[src/rtl/issue_queue.sv]
`default_nettype none
// ============================================================================
//  Module      : issue_queue
//  Description : Collapsing reservation-station queue. Holds instructions
//                waiting on operands, snoops the writeback bus for missing
//                values and dispatches the oldest fully-ready entry through
//                a registered output stage.
//  Revision    : 1.0 - initial release
// ============================================================================
module issue_queue #(
    parameter int DATA      = 32,
    parameter int ROB_DEPTH = 16,
    parameter int IQ_DEPTH  = 4,
    parameter int OP        = 32,
    parameter int ROB       = $clog2(ROB_DEPTH)
) (
    input  logic            clk,
    input  logic            reset_,
    input  logic            flush_,
    input  logic            in_e_,
    input  logic [OP-1:0]   in_op,
    input  logic [ROB-1:0]  in_rob_id,
    input  logic [DATA-1:0] data1,
    input  logic            data1_e_,
    input  logic [DATA-1:0] data2,
    input  logic            data2_e_,
    output logic            iq_busy,
    input  logic            wb_e_,
    input  logic [ROB-1:0]  wb_rob_id,
    input  logic [DATA-1:0] wb_data,
    input  logic            exe_busy,
    output logic            exe_e_,
    output logic [OP-1:0]   exe_op,
    output logic [ROB-1:0]  exe_rob_id,
    output logic [DATA-1:0] exe_data1,
    output logic [DATA-1:0] exe_data2
);

    localparam int c_idx_w = $clog2(IQ_DEPTH);
    localparam int c_cnt_w = c_idx_w + 1;

    // Queue storage; slot 0 is always the oldest entry, valid slots are contiguous
    logic              r_valid [IQ_DEPTH];
    logic [OP-1:0]     r_op    [IQ_DEPTH];
    logic [ROB-1:0]    r_rob   [IQ_DEPTH];
    logic [DATA-1:0]   r_v1    [IQ_DEPTH];
    logic              r_rdy1  [IQ_DEPTH];
    logic [DATA-1:0]   r_v2    [IQ_DEPTH];
    logic              r_rdy2  [IQ_DEPTH];
    logic [c_cnt_w-1:0] r_count;

    // Registered dispatch stage
    logic              r_exe_e_;
    logic [OP-1:0]     r_exe_op;
    logic [ROB-1:0]    r_exe_rob;
    logic [DATA-1:0]   r_exe_d1;
    logic [DATA-1:0]   r_exe_d2;

    // Next-state view of every slot after shift, wakeup and allocation
    logic              w_nxt_valid [IQ_DEPTH];
    logic [OP-1:0]     w_nxt_op    [IQ_DEPTH];
    logic [ROB-1:0]    w_nxt_rob   [IQ_DEPTH];
    logic [DATA-1:0]   w_nxt_v1    [IQ_DEPTH];
    logic              w_nxt_rdy1  [IQ_DEPTH];
    logic [DATA-1:0]   w_nxt_v2    [IQ_DEPTH];
    logic              w_nxt_rdy2  [IQ_DEPTH];

    logic               w_sel_found;
    logic [c_idx_w-1:0] w_sel_idx;
    logic               w_dispatch;
    logic               w_alloc;
    logic               w_wb;
    logic [c_cnt_w-1:0] w_alloc_slot;
    logic [DATA-1:0]    w_new_v1;
    logic               w_new_rdy1;
    logic [DATA-1:0]    w_new_v2;
    logic               w_new_rdy2;

    assign iq_busy    = (r_count == c_cnt_w'(IQ_DEPTH));
    assign w_wb       = ~wb_e_;
    // Flush wins over everything else that cycle, so gate issue and dispatch with it
    assign w_alloc    = ~in_e_ & ~iq_busy & flush_;
    assign w_dispatch = w_sel_found & (r_exe_e_ | ~exe_busy) & flush_;
    // A same-cycle removal shifts the tail down one, so the new entry lands one lower
    assign w_alloc_slot = r_count - c_cnt_w'(w_dispatch);

    assign exe_e_     = r_exe_e_;
    assign exe_op     = r_exe_op;
    assign exe_rob_id = r_exe_rob;
    assign exe_data1  = r_exe_d1;
    assign exe_data2  = r_exe_d2;

    // Pick the lowest-index entry with both operands ready (scan high to low so low wins)
    always_comb begin
        w_sel_found = 1'b0;
        w_sel_idx   = '0;
        for (int i = IQ_DEPTH - 1; i >= 0; i--) begin
            if (r_valid[i] && r_rdy1[i] && r_rdy2[i]) begin
                w_sel_found = 1'b1;
                w_sel_idx   = c_idx_w'(i);
            end
        end
    end

    // Incoming operands also snoop the writeback bus on the cycle they are allocated
    always_comb begin
        w_new_v1   = data1;
        w_new_rdy1 = ~data1_e_;
        w_new_v2   = data2;
        w_new_rdy2 = ~data2_e_;
        if (w_wb && data1_e_ && (data1[ROB-1:0] == wb_rob_id)) begin
            w_new_v1   = wb_data;
            w_new_rdy1 = 1'b1;
        end
        if (w_wb && data2_e_ && (data2[ROB-1:0] == wb_rob_id)) begin
            w_new_v2   = wb_data;
            w_new_rdy2 = 1'b1;
        end
    end

    // Per-slot next state: collapse over the dispatched slot, apply wakeup, then allocate
    always_comb begin
        for (int i = 0; i < IQ_DEPTH; i++) begin
            if (w_dispatch && (w_sel_idx <= c_idx_w'(i))) begin
                // The top slot has nothing above it to shift in, so it empties
                w_nxt_valid[i] = (i != IQ_DEPTH - 1) && r_valid[(i + 1) % IQ_DEPTH];
                w_nxt_op[i]    = r_op  [(i + 1) % IQ_DEPTH];
                w_nxt_rob[i]   = r_rob [(i + 1) % IQ_DEPTH];
                w_nxt_v1[i]    = r_v1  [(i + 1) % IQ_DEPTH];
                w_nxt_rdy1[i]  = r_rdy1[(i + 1) % IQ_DEPTH];
                w_nxt_v2[i]    = r_v2  [(i + 1) % IQ_DEPTH];
                w_nxt_rdy2[i]  = r_rdy2[(i + 1) % IQ_DEPTH];
            end else begin
                w_nxt_valid[i] = r_valid[i];
                w_nxt_op[i]    = r_op[i];
                w_nxt_rob[i]   = r_rob[i];
                w_nxt_v1[i]    = r_v1[i];
                w_nxt_rdy1[i]  = r_rdy1[i];
                w_nxt_v2[i]    = r_v2[i];
                w_nxt_rdy2[i]  = r_rdy2[i];
            end

            // Only a waiting operand compares its tag; ready values are never overwritten
            if (w_wb && w_nxt_valid[i] && !w_nxt_rdy1[i] &&
                (w_nxt_v1[i][ROB-1:0] == wb_rob_id)) begin
                w_nxt_v1[i]   = wb_data;
                w_nxt_rdy1[i] = 1'b1;
            end
            if (w_wb && w_nxt_valid[i] && !w_nxt_rdy2[i] &&
                (w_nxt_v2[i][ROB-1:0] == wb_rob_id)) begin
                w_nxt_v2[i]   = wb_data;
                w_nxt_rdy2[i] = 1'b1;
            end

            if (w_alloc && (w_alloc_slot == c_cnt_w'(i))) begin
                w_nxt_valid[i] = 1'b1;
                w_nxt_op[i]    = in_op;
                w_nxt_rob[i]   = in_rob_id;
                w_nxt_v1[i]    = w_new_v1;
                w_nxt_rdy1[i]  = w_new_rdy1;
                w_nxt_v2[i]    = w_new_v2;
                w_nxt_rdy2[i]  = w_new_rdy2;
            end
        end
    end

    // Queue storage and occupancy count
    always_ff @(posedge clk or negedge reset_) begin
        if (!reset_) begin
            r_count <= '0;
            for (int i = 0; i < IQ_DEPTH; i++) begin
                r_valid[i] <= 1'b0;
                r_op[i]    <= '0;
                r_rob[i]   <= '0;
                r_v1[i]    <= '0;
                r_rdy1[i]  <= 1'b0;
                r_v2[i]    <= '0;
                r_rdy2[i]  <= 1'b0;
            end
        end else if (!flush_) begin
            r_count <= '0;
            for (int i = 0; i < IQ_DEPTH; i++) begin
                r_valid[i] <= 1'b0;
            end
        end else begin
            r_count <= r_count + c_cnt_w'(w_alloc) - c_cnt_w'(w_dispatch);
            for (int i = 0; i < IQ_DEPTH; i++) begin
                r_valid[i] <= w_nxt_valid[i];
                r_op[i]    <= w_nxt_op[i];
                r_rob[i]   <= w_nxt_rob[i];
                r_v1[i]    <= w_nxt_v1[i];
                r_rdy1[i]  <= w_nxt_rdy1[i];
                r_v2[i]    <= w_nxt_v2[i];
                r_rdy2[i]  <= w_nxt_rdy2[i];
            end
        end
    end

    // Output stage: load on dispatch, drain when the consumer is free, hold while it stalls
    always_ff @(posedge clk or negedge reset_) begin
        if (!reset_) begin
            r_exe_e_  <= 1'b1;
            r_exe_op  <= '0;
            r_exe_rob <= '0;
            r_exe_d1  <= '0;
            r_exe_d2  <= '0;
        end else if (!flush_) begin
            r_exe_e_  <= 1'b1;
        end else if (w_dispatch) begin
            r_exe_e_  <= 1'b0;
            r_exe_op  <= r_op[w_sel_idx];
            r_exe_rob <= r_rob[w_sel_idx];
            r_exe_d1  <= r_v1[w_sel_idx];
            r_exe_d2  <= r_v2[w_sel_idx];
        end else if (!exe_busy) begin
            r_exe_e_  <= 1'b1;
        end
    end

endmodule
`default_nettype wire
[config.mk]
export PLATFORM = sky130hd
export DESIGN_NAME = issue_queue
export DESIGN_NICKNAME = d
export VERILOG_FILES = /design/src/rtl/issue_queue.sv
export SDC_FILE = /design/constraint.sdc
export NUM_CORES = 2
export LEC_CHECK = 0
export BUFFER_PORTS_ARGS = -buffer_cell sky130_fd_sc_hd__buf_2
export CORE_MARGIN = 1.5
export CORE_UTILIZATION = 25
export CTS_CLUSTER_DIAMETER = 100
export CTS_CLUSTER_SIZE = 10
export DETAILED_ROUTE_END_ITERATION = 16
export PLACE_DENSITY_LB_ADDON = 0.05
export SYNTH_ARGS = -nofsm -noshare
export SYNTH_HDL_FRONTEND = slang
export SYNTH_SLANG_ARGS = --single-unit
[constraint.sdc]
create_clock -name clk -period 4.8 [get_ports clk]
set_clock_uncertainty 0.2 [all_clocks]
set_input_delay 0.24 -clock clk [delete_from_list [all_inputs] [get_ports clk]]
set_output_delay 0.24 -clock clk [all_outputs]
set_load 0.005 [all_outputs]
==> metrics.md <==
| Metric | Value |
|---|---|
| Status | finished, final reports clean |
| CP Buf/Inv Count | 3 |
| Number of synthesized flops with an enable pin | 0 |
| Most frequent cells in the layout | 782 x nand2_1, 555 x nor2_1, 515 x dfrtp_1 |
| Hold depth | 5 |
| Measured slew at the worst slew-check pin | 1.12 ns |
| Final Slew Violations | 0 |
| Syn Inst Count | 3768 |
| Critical path, cell by cell | nand3_2 -> nand2_1 -> o21ai_4 -> inv_6 -> ha_1 -> ha_1 -> o211a_1 -> o21ai_1 -> nor2_1 -> nand2_4 -> buf_12 -> o22ai_1 -> a41oi_1 -> dlygate4sd3_1 |
| Levels on crit path | 14 |
| Int Pwr | 0.0106 W |
| Vias in the first global route | 29800 |
| Top_reg_cell synth | dfrtp_1 |
| Cell mode on critical path | ha_1 |
| Max_cap viols | 0 |
| Die width | 352 um |
| DR pass1 iterations | 8 |
| DR WL/cell | 25.3 um |
| Share of layout cells above drive strength 1 | 13.5% |
| Hold_sp | data1[1] |
| Critical path class | flip-flop to flip-flop |
| Min-delay worst type | input pin to flip-flop |
| FFs w/ async S/R, synth | 100% |
| WHS Endpoint | r_v1[33] |
| Port Buffer Count | 245 |
| Std cell rows | 127 |
| Die area | 0.124 sq mm |
| Mapped Area | 0.0304 sq mm |
| Critical path's top delay family | compound AO/OA/AOI/OAI gates |
| Sink Count | 516 |
| Effective utilization at floorplan | 25.3% |
| Switching Fraction | 35.4% |
| Area of the multi-input gates | 0.0161 sq mm |
| Hpwl dp | 89300 um |
| Seq. cell area | 0.0129 sq mm |
| Initial DRC Count | 2146 |
| Worst EP required | 5.21 ns |
| Syn Area/Cell | 8.08 sq um |
| Yosys cell types | 75 |
| Seq cells post-synth | 516 |
| Place WS | 0.517 ns |
| Reg2Reg Launch Point | r_rdy2[2] |
| Setup Fix Bufs, Post-CTS | 0 |
| RSZ-0062 raised after global routing | false |
| Leakage power | 15.9 nW |
| Worst VDD drop | 287 uV |
| Clock Power Share | 25.9% |
| First-pass GRT wire length | 212000 um |
| Sequential power share | 45.6% |
| Final setup violating endpoints | 0 |
| Fill cells | 13000 |
| Reg2reg setup slack | 0.38 ns |
| Antenna-violating nets left | 0 |
| Crit-path max cell delay | 0.57 ns |
| Rel. slew slack | 24.6% |
| Gate power share | 28.5% |
| CP max-delay cell | dlygate4sd3_1 |
| Crit end category | flip-flop |
| GRT Util Overall | 22.7% |
| Seq/Total Area, Yosys | 42.4% |
| Core Area | 0.120 sq mm |
| Initial antenna violation count | 3 |
| Clock buffer count from CTS | 58 |
| Final Cell Area | 0.0368 sq mm |
| Commonest non-fill, non-tap cell in the layout | nand2_1 |
| Total Routed Length | 143000 um |
| Placed cell count | 5388 |
| Power Dens Cells | 444 mW/mm^2 |
| Synth warn | 0 |
| Crit start category | flip-flop |
| H-tree Lvls | 2 |
| Tmin final | 4.42 ns |
| Period utilisation layout | 92.1% |
| DRC Markers | 0 |
| Maximum clock frequency | 0.226 GHz |
| R2R Path End | r_v2[46] |
| Largest net degree at the start of global routing | 191 |
| CTS tree | built |
| DIE HEIGHT | 352 um |
| Crit path max fanout | 88 |
| Non-Filler Instances | 5634 |
| Nets@finish | 4151 |
| Vias | 29100 |
| Root Driver | clkbuf_16 |
| Fin. Hold Viols | 0 |
| Final worst slack | 0.382 ns |
| Dpl cell area | 0.0336 sq mm |
| Setup_tns | 0 ns |
| Via density | 5.16 |
| Clk_lat worst skew | 0.68 ns |
| Syn nets | 3917 |
| Reg2Reg Depth | 14 |
| Worst EP arrival | 4.83 ns |
| Synth-to-Final Area Change | 20.9% |
| Routability cong. | 0.792 |
| Ports | 246 |
| Net Switching | 0.00578 W |
| Overflow after GRT | 0 |
| Clk slew on worst S/H paths | 0.06 ns |
| Clock Tree Buf Depth | 3 |
[power groups by stage]
stage	Clock (W)	Combinational [W]	Sequential, W
detailed placement	0	0.00448	0.00750
global placement	0	0.00445	0.00757
floorplan	0	0.00283	0.00711
CTS	0.00441	0.00475	0.00745
global route	0.00453	0.00529	0.00769
finish	0.00424	0.00465	0.00745
[worst register-to-register path, cell delays in order (launching register included)]
cell,delay [ns]
dfrtp_1,0.47
nand3_2,0.22
nand2_1,0.27
o21ai_4,0.35
inv_6,0.05
ha_1,0.18
ha_1,0.19
o211a_1,0.11
o21ai_1,0.45
nor2_1,0.14
nand2_4,0.34
buf_12,0.43
o22ai_1,0.22
a41oi_1,0.18
dlygate4sd3_1,0.57
[synth_stat cells, drive strengths merged, types with 29 or more instances]
cell type  number  area share [%]
o211ai         64             1.6
nand3b         29            0.71
a21oi         124             2.0
nand3          80             1.4
a211oi         70             1.7
o221a          56             2.1
inv           110             1.4
or3            30            0.62
dfrtp         515              42
a222oi         30            0.99
o22ai          35            0.72
mux2           89             3.3
a21o           31            0.76
clkbuf        281             3.5
a31oi         110             2.3
and3           32            0.66
nor2          558             6.9
buf            48            0.69
nand2         788             9.7
o21ai         300             5.0
mux2i         145             4.8
[worst max path at each step]
stage | startpoint | to | slack [ns]
3_3_place_gp | r_rdy2[2] | r_v1[111] | 0.56
3_5_place_dp | r_rdy2[2] | r_v1[105] | 0.52
5_1_grt | r_rdy1[2] | r_v2[44] | 0.08
4_1_cts | r_rdy1[2] | r_v2[37] | 0.27
2_1_floorplan | exe_e_ | r_v2[51] | 0.19
6_report | r_rdy2[2] | r_v2[46] | 0.38
[cells by family (layout without fill, tap and decap cells)]
group,Yosys count,count (layout),synth area share [%]
adders and majority gates,5,5,0.230
muxes,234,234,8.06
DFF,516,516,42.4
AOI/OAI and AO/OA,974,974,21.8
other,0,2,0
xor gates and xnor gates,26,26,0.748
and+or+nand+nor,1574,1574,21.3
buffers and inverters,439,691,5.51
[timing repair]
item,CTS,global route
hold buffers,166,0
endpoints found under the hold margin,806,0
resized for setup,0,1
setup endpoints to repair,0,1
[state kept, by name, indices dropped and copies added, names as in the netlist]
signal	cells
r_rdy2	4
exe_data1	32
exe_e_	1
r_valid	4
r_op	128
exe_op	32
r_count	3
r_v2	128
r_v1	128
exe_rob_id	4
r_rob	16
r_rdy1	4
exe_data2	32
[metal layers]
metal	up-vias	share of wire [%]	track usage, %
met3	188	3.4	1.89
met4	0	3.7	8.07
met2	768	50	39.7
met5	-	0	0
met1	14500	43	29.1
li1	13700	-	-
[per-stage QoR]
stage               hold slack (ns)  power, W  utilization (%)
floorplan                    -0.256   0.00994                -
global placement             0.0911    0.0120             27.9
detailed placement           0.0918    0.0120             27.9
CTS                        0.000595    0.0166             30.6
global route                 0.0732    0.0175             30.6
finish                       0.0217    0.0163             30.6
[area by class of cell]
type | count | area share, %
repair buffers | 503 | 10.4
clock inverters | 3 | 0.0578
inverters | 110 | 1.14
clock buffers | 75 | 4.23
diodes | 2 | 0.0136
multi-input cells | 2813 | 43.6
well taps | 1612 | 5.48
flip-flops and latches | 516 | 35.1
(Power assumes the default switching activity.)
